--- config.mk ---
export PLATFORM = sky130hd
export DESIGN_NAME = beta_mem_arbiter
export DESIGN_NICKNAME = d
export VERILOG_FILES = /design/src/rtl/beta_mem_arbiter.sv
export SDC_FILE = /design/constraint.sdc
export NUM_CORES = 1
export LEC_CHECK = 0
export BUFFER_PORTS_ARGS = -buffer_cell sky130_fd_sc_hd__buf_4
export CORE_UTILIZATION = 50
export CTS_CLUSTER_SIZE = 12
export DETAILED_ROUTE_END_ITERATION = 12
export PLACE_DENSITY = 0.85
export SYNTH_ARGS = -nofsm -noshare
export SYNTH_HDL_FRONTEND = slang
export SYNTH_SLANG_ARGS = --single-unit
--- constraint.sdc ---
create_clock -name clk -period 4.69 [get_ports clk]
set_input_delay 0.469 -clock clk [delete_from_list [all_inputs] [get_ports clk]]
set_output_delay 0.469 -clock clk [all_outputs]
set_load 0.01 [all_outputs]
--- src/rtl/beta_mem_arbiter.sv ---
// Shares one single-ported memory between the Beta fetch (i_*) and data (d_*) ports.
// Data wins by default; a starvation counter forces a fetch after STARVE_MAX data grants.
// Optional BETA_ARB_TIMEOUT_EN adds an m_ready watchdog and a sticky err flag.
module beta_mem_arbiter #(
  parameter int ADDR_W     = 32,
  parameter int DATA_W     = 32,
  parameter int STARVE_MAX = 4,
  parameter int TIMEOUT    = 255
) (
  input  logic              clk,
  input  logic              rst,
  input  logic [ADDR_W-1:0] i_addr,
  input  logic              i_req,
  output logic [DATA_W-1:0] i_data,
  output logic              i_ready,
  input  logic [ADDR_W-1:0] d_addr,
  input  logic [DATA_W-1:0] d_wdata,
  input  logic              d_we,
  input  logic              d_re,
  output logic [DATA_W-1:0] d_rdata,
  output logic              d_ready,
  output logic [ADDR_W-1:0] m_addr,
  output logic [DATA_W-1:0] m_wdata,
  output logic              m_we,
  output logic              m_re,
  input  logic [DATA_W-1:0] m_rdata,
  input  logic              m_ready,
  output logic              err
);

  typedef enum logic [1:0] {IDLE, IBUSY, DBUSY, RESP} state_t;

  typedef struct packed {
    logic [ADDR_W-1:0] addr;
    logic [DATA_W-1:0] wdata;
    logic              we;
    logic              re;
  } memReq_t;

  localparam logic [3:0] STARVE_LIM = 4'(STARVE_MAX);

  state_t   state, nextState;
  memReq_t  grantReq;
  logic [3:0] starveCnt;
  logic     dReq, grantD, grantI, busy, done, abort;

  assign dReq = d_we | d_re;
  assign busy = (state == IBUSY) || (state == DBUSY);
  assign done = busy && m_ready;

`ifdef BETA_ARB_TIMEOUT_EN
  localparam logic [15:0] WAIT_LAST = 16'(TIMEOUT - 1);
  logic [15:0] waitCnt;

  // waitCnt counts completed strobe cycles; abort fires on the TIMEOUT-th one
  assign abort = busy && !m_ready && (waitCnt == WAIT_LAST);

  always_ff @(posedge clk) begin
    if (!rst || !busy || m_ready || abort) waitCnt <= '0;
    else                                   waitCnt <= waitCnt + 16'd1;
  end

  always_ff @(posedge clk) begin
    if (!rst)       err <= 1'b0;
    else if (abort) err <= 1'b1;
  end
`else
  assign abort = 1'b0;
  assign err   = 1'b0;
`endif

  always_ff @(posedge clk) begin
    if (!rst) state <= IDLE;
    else      state <= nextState;
  end

  always_comb begin
    nextState = state;
    grantD    = 1'b0;
    grantI    = 1'b0;
    grantReq  = '0;
    case (state)
      IDLE: begin
        if (dReq && (!i_req || starveCnt < STARVE_LIM)) begin
          grantD    = 1'b1;
          nextState = DBUSY;
          // a simultaneous load+store is treated as a store
          grantReq  = '{addr: d_addr, wdata: d_wdata, we: d_we, re: d_re & ~d_we};
        end else if (i_req) begin
          grantI    = 1'b1;
          nextState = IBUSY;
          grantReq  = '{addr: i_addr, wdata: m_wdata, we: 1'b0, re: 1'b1};
        end
      end
      IBUSY, DBUSY: if (done || abort) nextState = RESP;
      RESP:         nextState = IDLE;
      default:      nextState = IDLE;
    endcase
  end

  always_ff @(posedge clk) begin
    if (!rst) begin
      m_addr    <= '0;
      m_wdata   <= '0;
      m_we      <= 1'b0;
      m_re      <= 1'b0;
      i_data    <= '0;
      d_rdata   <= '0;
      i_ready   <= 1'b0;
      d_ready   <= 1'b0;
      starveCnt <= '0;
    end else begin
      i_ready <= 1'b0;
      d_ready <= 1'b0;
      if (grantD || grantI) begin
        m_addr  <= grantReq.addr;
        m_wdata <= grantReq.wdata;
        m_we    <= grantReq.we;
        m_re    <= grantReq.re;
      end
      if (grantD && i_req && starveCnt < STARVE_LIM) starveCnt <= starveCnt + 4'd1;
      else if (grantI)                               starveCnt <= '0;
      if (done || abort) begin
        m_we <= 1'b0;
        m_re <= 1'b0;
        if (state == IBUSY) begin
          i_ready <= 1'b1;
          i_data  <= abort ? '1 : m_rdata;
        end else begin
          d_ready <= 1'b1;
          // stores leave d_rdata alone unless the access was aborted
          if (m_re || abort) d_rdata <= abort ? '1 : m_rdata;
        end
      end
    end
  end

endmodule

==> tab_implementation.tex, run 1 <==
\begin{tabular}{lr}
\hline
Metric & Value \\
\hline
\multicolumn{2}{l}{\textbf{Status}} \\
\quad Status & completed \\
\multicolumn{2}{l}{\textbf{Setup path}} \\
\quad Critical path arrival & 2.71 ns \\
\quad Slowest cell on the critical path & and3\_1 \\
\quad Category of the worst setup path capture point & register \\
\quad Largest fanout of any net on the critical path & 33 \\
\quad Ordered list of cells on the worst path & inv\_1 -> ha\_1 -> and3\_1 -> nand2\_1 -> a21boi\_0 \\
\quad Class of the most critical setup path & register to register \\
\quad Worst setup SP type & register \\
\quad Critical path data required time & 5.13 ns \\
\quad Largest stage delay, worst path & $\sim$1.0 ns \\
\multicolumn{2}{l}{\textbf{GRT}} \\
\quad Total overflow reported by the global router & 0 \\
\quad Global-route wire length before repair & 24.6 mm \\
\quad Antenna violations before repair & 0 \\
\quad Overall global routing resource usage & 0.274 \\
\quad Maximum number of pins on one net before global-route repair & between 100 and 150 \\
\quad Vias in the first global route & 5109 \\
\multicolumn{2}{l}{\textbf{Clock tree}} \\
\quad Number of sinks handled by clock tree synthesis & 138 \\
\quad Cts bufs inserted & 17 \\
\quad Worst-case clock buffer depth & 2 \\
\quad CTS HTree Levels & 4 \\
\quad Clock network latency to the later pin of the worst-skew pair & around 0.52 ns \\
\quad Clock Pin Slew Worst Setup and Hold Paths & 0.06 ns \\
\quad Count of buffers added by post-CTS timing repair for setup & 0 \\
\quad Count of instances resized after the clock tree is built & 0 \\
\quad Hold buffer count at cts & 0 \\
\quad CTS Root Cell & clkbuf\_8 \\
\quad TritonCTS clock tree & yes \\
\multicolumn{2}{l}{\textbf{Timing}} \\
\quad Max-Slew Margin vs Limit & 0.153 \\
\quad Post-layout minimum cycle time & 2.28 ns \\
\quad Total setup violations reported at the end of the flow & 0 \\
\quad Highest achievable clock rate & roughly 440 MHz \\
\quad Total count of max-transition violations in the final report & 0 \\
\quad Final hold violations & 0 \\
\quad Tcrit/Tclk final & 0.486 \\
\quad Tightest hold margin & approximately 0.19 ns \\
\quad Transition time at the pin with the least slew margin & 1.27 ns \\
\quad Worst clock skew & $\sim$0.014 ns \\
\quad Setup TNS Final & 0 ns \\
\quad RSZ-0062 raised after global routing & false \\
\multicolumn{2}{l}{\textbf{Cells and area}} \\
\quad Area growth from synthesis to final layout & 45.1\% \\
\quad Antenna fix cells & 0 \\
\quad \# nets final & 999 \\
\quad Commonest cells after routing, fill and taps aside & buf\_4 (270), nand2\_1 (203), dfxtp\_1 (138) \\
\quad Most common library cell in the layout ignoring fill and taps & buf\_4 \\
\quad Fraction of final layout cells sized beyond drive strength 1 & 0.387 \\
\quad Fraction of the core area covered by cells at the end of the flow & 0.745 \\
\multicolumn{2}{l}{\textbf{Routing}} \\
\quad Routed len/inst & 15.8 um \\
\quad First-pass DRT Iterations & 5 \\
\quad First-iteration detailed-routing DRC count & 259 \\
\quad Post-DRT Antenna Nets & 0 \\
\quad Routed Wire Length & 16.0 mm \\
\quad Vias after detailed routing & 5272 \\
\quad Avg Vias per Cell & 5.20 \\
\quad Final routed DRC violation total & 0 \\
\multicolumn{2}{l}{\textbf{Floorplan}} \\
\quad Horizontal die dimension & 108 um \\
\quad Chip height & 108 um \\
\quad Area of the die & $\sim$12000 um2 \\
\quad Number of rows in the core area & 38 \\
\quad Core Box Area & 10900 um2 \\
\quad Initial Utilization & 0.514 \\
\quad Number of ports placed on the die boundary & approximately 270 \\
\multicolumn{2}{l}{\textbf{Yosys}} \\
\quad Number of distinct library cells after synthesis & 37 \\
\quad Cell Area, Synth & 5590 um2 \\
\quad Gate count after technology mapping & around 630 \\
\quad Number of nets produced by synthesis & 762 \\
\quad Avg Inst Size Synth & $\sim$9.0 um2 \\
\quad Flip-flop and latch count after synthesis & 138 \\
\quad Number of warning messages in the yosys log & 0 \\
\quad Sequential fraction of the synthesis area & 0.494 \\
\multicolumn{2}{l}{\textbf{Hold path}} \\
\quad Path category of the worst min-delay check & input pin to register \\
\multicolumn{2}{l}{\textbf{Placement}} \\
\quad DPL Wire Length & 11.0 mm \\
\quad Final weighted congestion in routability-driven placement & 0.832 \\
\quad Buffers on Ports & $\sim$270 \\
\multicolumn{2}{l}{\textbf{Pwr}} \\
\quad Power density over cell area & between 500 and 600 nW/um2 \\
\quad Leak Pwr & 3.52 nW \\
\quad Pwr Total & about 4.2 mW \\
\quad Maximum vdd ir drop & about 0.33 mV \\
\multicolumn{2}{l}{\textbf{Job}} \\
\quad Reported max-cap violation count & 0 \\
\hline
\end{tabular}
## flip-flops by register name, indices dropped and copies added, names as in the netlist, 2 cells and up
name	count
starveCnt	4
m_addr	32
i_data	32
state	2
d_rdata	32
m_wdata	32
## cells by family after synthesis
family / synth area share
other: 0.000670
AO/OA/AOI/OAI: 0.265
flip-flops: 0.494
adder cells (fa/ha/maj): 0.00671
AND/OR/NAND/NOR: 0.177
buffers and inverters: 0.0564
## worst paths after layout
path | endpoint | slack (ns) | cells past startpoint | from
max | i_data[19] | 2.41 | 5 | state[1]
min reg2reg | m_wdata[1] | 0.46 | 2 | m_wdata[1]
min | m_addr[15] | 0.19 | 3 | i_addr[15]
max reg2reg | i_data[19] | 2.41 | 5 | state[1]
## final cells by class
type	count	area, um2
clock buffers	19	442
clock inverters	12	173
fillers	790	2770
inverters	4	15.0
multi-input cells	431	2520
flip-flops and latches	138	2760
well taps	140	175
repair buffers	270	2030
## layer usage
| metal | part of all wire | vias up | global-route usage |
|---|---|---|---|
| li1 | - | 2578 | - |
| met1 | 0.39 | 2443 | 0.291 |
| met2 | 0.51 | 210 | 0.488 |
| met3 | 0.065 | 41 | 0.0769 |
| met4 | 0.037 | 0 | 0.146 |
| met5 | 0 | - | 0 |
## where the power goes
part | leakage (nW) | total [mW] | switching (mW) | internal (mW)
combinational | 2.09 | 1.24 | 0.676 | 0.566
clock | 0.299 | 1.38 | 0.491 | 0.886
sequential | 1.13 | 1.54 | 0.127 | 1.41
## synth_stat cells
| cell type | count | area [um2] |
|---|---|---|
| nand4_1 | 2 | 12.5 |
| or2_1 | 1 | 6.26 |
| o32a_2 | 1 | 11.3 |
| o2111a_1 | 1 | 11.3 |
| a221oi_1 | 2 | 17.5 |
| o21a_1 | 2 | 15.0 |
| a21boi_1 | 28 | 210 |
| and2_2 | 1 | 7.51 |
| buf_4 | 7 | 52.6 |
| or3_1 | 1 | 6.26 |
| and2_1 | 2 | 12.5 |
| clkbuf_1 | 25 | 93.8 |
| buf_6 | 2 | 22.5 |
| buf_12 | 3 | 60.1 |
| nand2_1 | 203 | 762 |
| a21oi_1 | 3 | 15.0 |
| ha_1 | 3 | 37.5 |
| nor3b_2 | 1 | 12.5 |
| a221oi_2 | 30 | 450 |
| o221a_2 | 1 | 11.3 |
| conb_1 | 1 | 3.75 |
| o21ai_1 | 1 | 5.00 |
| nand4b_1 | 1 | 8.76 |
| and3_1 | 2 | 12.5 |
| nor3b_1 | 1 | 7.51 |
| dfxtp_1 | 138 | 2760 |
| inv_1 | 4 | 15.0 |
| buf_2 | 12 | 60.1 |
| buf_1 | 3 | 11.3 |
| o21ai_4 | 1 | 16.3 |
| nor2_1 | 33 | 124 |
| nand3_1 | 2 | 10.0 |
| and2_4 | 1 | 8.76 |
| a21oi_4 | 1 | 16.3 |
| o21ai_0 | 33 | 165 |
| a21boi_0 | 71 | 533 |
| o22ai_1 | 1 | 6.26 |
## critical path, delay by kind of cell, from the launching register on
| kind | cells | cell delay [ns] |
|---|---|---|
| and+or+nand+nor | 2 | 1.18 |
| adders and majority gates | 1 | 0.36 |
| DFF | 1 | 0.34 |
| AOI/OAI and AO/OA | 1 | 0.22 |
| buffers and inverters | 1 | 0.07 |
## per-stage QoR
stage | instances | setup WS (ns) | area, um2
finish | 1014 | 2.41 | 8120
global route | 1014 | 2.22 | 8120
CTS | 1014 | 2.43 | 8120
detailed placement | 983 | 2.48 | 7500
global placement | 983 | 2.59 | 7500
floorplan | 625 | 3.10 | 5590
Note: power is estimated with default switching activity, not from simulation.
==> run 2, diff against run 1 <==
Settings changed: CORE_UTILIZATION 50 to 42, PLACE_DENSITY 0.85 to 0.77.
Clock period 4.69 ns to 1.8 ns, I/O delays scaled along.
==> run 2 against run 1 <==
  * Sequential power rose to 2.6 times the previous value
  * Hold slack got worse by 0.17 ns
  * Sequential share of layout area fell by 2.3 points
  * Critical path depth rose by 3
  * Clock skew fell by 0.0074 ns
  * Largest cell class unchanged
  * Largest power group unchanged
==> tab_implementation.tex, run 2 (same netlist as run 1, synthesis figures left out) <==
\begin{tabular}{lr}
\hline
Metric & Value \\
\hline
\multicolumn{2}{l}{\textbf{Routing}} \\
\quad Final routed DRC violation total & 0 (unchanged) \\
\quad Routed len/inst & 14.6 um (was 15.8 um) \\
\quad Vias after detailed routing & 5336 (was 5272) \\
\quad Post-DRT Antenna Nets & 0 (unchanged) \\
\quad First-iteration detailed-routing DRC count & 385 (was 259) \\
\quad First-pass DRT Iterations & 4 (was 5) \\
\quad Routed Wire Length & 15.9 mm (was 16.0 mm) \\
\quad Avg Vias per Cell & 4.91 (was 5.20) \\
\multicolumn{2}{l}{\textbf{Placement}} \\
\quad Buffers on Ports & 265 (unchanged) \\
\quad DPL Wire Length & 10.3 mm (was 11.0 mm) \\
\quad Instance count after placement with tap cells included & 1024 (was 983) \\
\quad Final weighted congestion in routability-driven placement & 0.825 (was 0.832) \\
\multicolumn{2}{l}{\textbf{GRT}} \\
\quad Vias in the first global route & 4983 (was 5109) \\
\quad Total overflow reported by the global router & 0 (unchanged) \\
\quad Overall global routing resource usage & 0.227 (was 0.274) \\
\quad Busiest layer in global routing & met2 (unchanged) \\
\quad Antenna violations before repair & 0 (unchanged) \\
\quad Global-route track usage on met2 & 0.385 (was 0.488) \\
\quad Met1 track demand over resource & 0.262 (was 0.291) \\
\quad Global-route wire length before repair & 25.0 mm (was 24.6 mm) \\
\quad GR Layer Usage met3 & 0.0715 (was 0.0769) \\
\quad Maximum number of pins on one net before global-route repair & 72 (was 140) \\
\multicolumn{2}{l}{\textbf{Timing}} \\
\quad Final hold violations & 0 (unchanged) \\
\quad Total count of max-transition violations in the final report & 0 (unchanged) \\
\quad Total setup violations reported at the end of the flow & 0 (unchanged) \\
\quad Tcrit/Tclk final & 0.968 (was 0.486) \\
\quad Post-layout minimum cycle time & 1.74 ns (was 2.28 ns) \\
\quad Worst clock skew & 0.00630 ns (was 0.0137 ns) \\
\quad Max-Slew Margin vs Limit & 0.649 (was 0.153) \\
\quad Transition time at the pin with the least slew margin & 0.527 ns (was 1.27 ns) \\
\quad Highest achievable clock rate & 574 MHz (was 439 MHz) \\
\multicolumn{2}{l}{\textbf{Pwr}} \\
\quad Maximum vdd ir drop & 0.796 mV (was 0.326 mV) \\
\quad Pwr Total & 11.3 mW (was 4.16 mW) \\
\quad Power density over cell area & 1300 nW/um2 (was 512 nW/um2) \\
\quad Leak Pwr & 3.76 nW (was 3.52 nW) \\
\multicolumn{2}{l}{\textbf{Setup path}} \\
\quad Worst setup SP type & register (unchanged) \\
\quad Critical path arrival & 2.08 ns (was 2.71 ns) \\
\quad Slowest cell on the critical path & ha\_2 (was and3\_1) \\
\quad Largest stage delay, worst path & 0.38 ns (was 1.03 ns) \\
\quad Ordered list of cells on the worst path & inv\_1 -> ha\_2 -> nand2\_2 -> nor3b\_4 -> buf\_4 -> clkbuf\_16 -> nand2\_1 -> a21boi\_0 (was inv\_1 -> ha\_1 -> and3\_1 -> nand2\_1 -> a21boi\_0) \\
\quad Number of buffers and inverters on the critical path & 3 (was 1) \\
\quad Critical path data required time & 2.14 ns (was 5.13 ns) \\
\quad Largest fanout of any net on the critical path & 16 (was 33) \\
\quad Category of the worst setup path capture point & register (unchanged) \\
\quad Largest delay contributor family on the critical path & buffers and inverters (was simple AND/OR/NAND/NOR gates) \\
\quad Class of the most critical setup path & register to register (unchanged) \\
\multicolumn{2}{l}{\textbf{Cells and area}} \\
\quad \# nets final & 1039 (was 999) \\
\quad Count of fill cells added during filler insertion & 1061 (was 790) \\
\quad Most common library cell in the layout ignoring fill and taps & buf\_4 (unchanged) \\
\quad Fraction of final layout cells sized beyond drive strength 1 & 0.387 (about the same) \\
\quad Fraction of the core area covered by cells at the end of the flow & 0.679 (was 0.745) \\
\quad Area growth from synthesis to final layout & 55.7\% (was 45.1\%) \\
\quad Final cell count without fillers & 1087 (was 1014) \\
\quad Commonest cells after routing, fill and taps aside & buf\_4 (272), nand2\_1 (202), dfxtp\_1 (138) (was buf\_4 (270), nand2\_1 (203), dfxtp\_1 (138)) \\
\quad Antenna fix cells & 0 (unchanged) \\
\multicolumn{2}{l}{\textbf{Floorplan}} \\
\quad Initial Utilization & 0.436 (was 0.514) \\
\quad Number of ports placed on the die boundary & 267 (unchanged) \\
\quad Core Box Area & 12800 um2 (was 10900 um2) \\
\quad Horizontal die dimension & 117 um (was 108 um) \\
\quad Area of the die & 13800 um2 (was 11600 um2) \\
\quad Chip height & 117 um (was 108 um) \\
\quad Number of rows in the core area & 41 (was 38) \\
\multicolumn{2}{l}{\textbf{Job}} \\
\quad Reported max-cap violation count & 0 (unchanged) \\
\multicolumn{2}{l}{\textbf{Clock tree}} \\
\quad CTS HTree Levels & 4 (unchanged) \\
\quad Number of sinks handled by clock tree synthesis & 138 (unchanged) \\
\quad Cts bufs inserted & 17 (unchanged) \\
\quad TritonCTS clock tree & yes (unchanged) \\
\quad Clock network latency to the later pin of the worst-skew pair & 0.41 ns (was 0.52 ns) \\
\quad Clock Pin Slew Worst Setup and Hold Paths & 0.06 ns (about the same) \\
\quad CTS Root Cell & clkbuf\_16 (was clkbuf\_8) \\
\quad Worst-case clock buffer depth & 2 (unchanged) \\
\multicolumn{2}{l}{\textbf{Status}} \\
\quad Status & completed (unchanged) \\
\multicolumn{2}{l}{\textbf{Hold path}} \\
\quad Path category of the worst min-delay check & input pin to register (unchanged) \\
\hline
\end{tabular}
-- run 2: changes by cell type in the layout (fill, tap and decap cells not counted), sizes merged --
cell,delta
clkbuf,+1
dlygate4sd3,+26
buf,+13
bufinv,+1
-- run 2: layout make-up --
type	count	area, um2	area share
clock buffers	19	443	0.0509
well taps	172	215	0.0247
inverters	4	15.0	0.00172
flip-flops and latches	138	2760	0.317
clock inverters	13	199	0.0228
repair buffers	310	2550	0.292
multi-input cells	431	2530	0.290
-- run 2: worst reg2reg max path: stages, from the launching register on --
cell and delay, ns:
dfxtp_1 0.35, inv_1 0.07, ha_2 0.38, nand2_2 0.11, nor3b_4 0.22, buf_4 0.15
clkbuf_16 0.17, nand2_1 0.06, a21boi_0 0.15
-- run 2: final timing paths --
check | start | to | slack (ns) | cells past startpoint
worst max-delay path | state[1] | d_rdata[28] | 0.06 | 8
worst min-delay path | d_addr[14] | m_addr[14] | 0.02 | 3
worst max register to register | state[1] | d_rdata[28] | 0.06 | 8
worst min register to register | m_wdata[8] | m_wdata[8] | 0.45 | 2
-- run 2: what timing repair did --
item / in CTS / in global routing
buffers inserted: 2 / 2
hold endpoints to repair: 21 / 0
gates resized for setup: 0 / 4
setup endpoints to repair: 1 / 32
hold buffers: 26 / 0
cloned: 0 / 1
pin swaps: 0 / 1
-- run 2: through the flow --
stage	setup WS [ns]	hold slack [ns]	setup TNS, ns	cell area [um2]
6_report	0.0582	0.0173	0	8710
4_1_cts	0.0311	0.000366	0	8660
2_1_floorplan	0.240	0.315	0	5590
3_5_place_dp	0.00174	0.430	0	7730
3_3_place_gp	0.0837	0.424	0	7730
5_1_grt	-0.0269	0.00927	-0.420	8710
-- run 2: report_power, final --
| group | leakage [nW] | switching, mW | total [mW] | internal [mW] |
|---|---|---|---|---|
| registers | 1.13 | 0.328 | 4.01 | 3.68 |
| clock network | 0.312 | 1.29 | 3.77 | 2.48 |
| logic | 2.32 | 1.81 | 3.52 | 1.71 |
| total | 3.76 | 3.42 | 11.3 | 7.87 |
-- run 2: routing by layer --
| layer | wire [um] | vias to the layer above |
|---|---|---|
| li1 | - | 2666 |
| met1 | 6570 | 2441 |
| met2 | 7900 | 202 |
| met3 | 1120 | 27 |
| met4 | 316 | 0 |
| met5 | 0 | - |
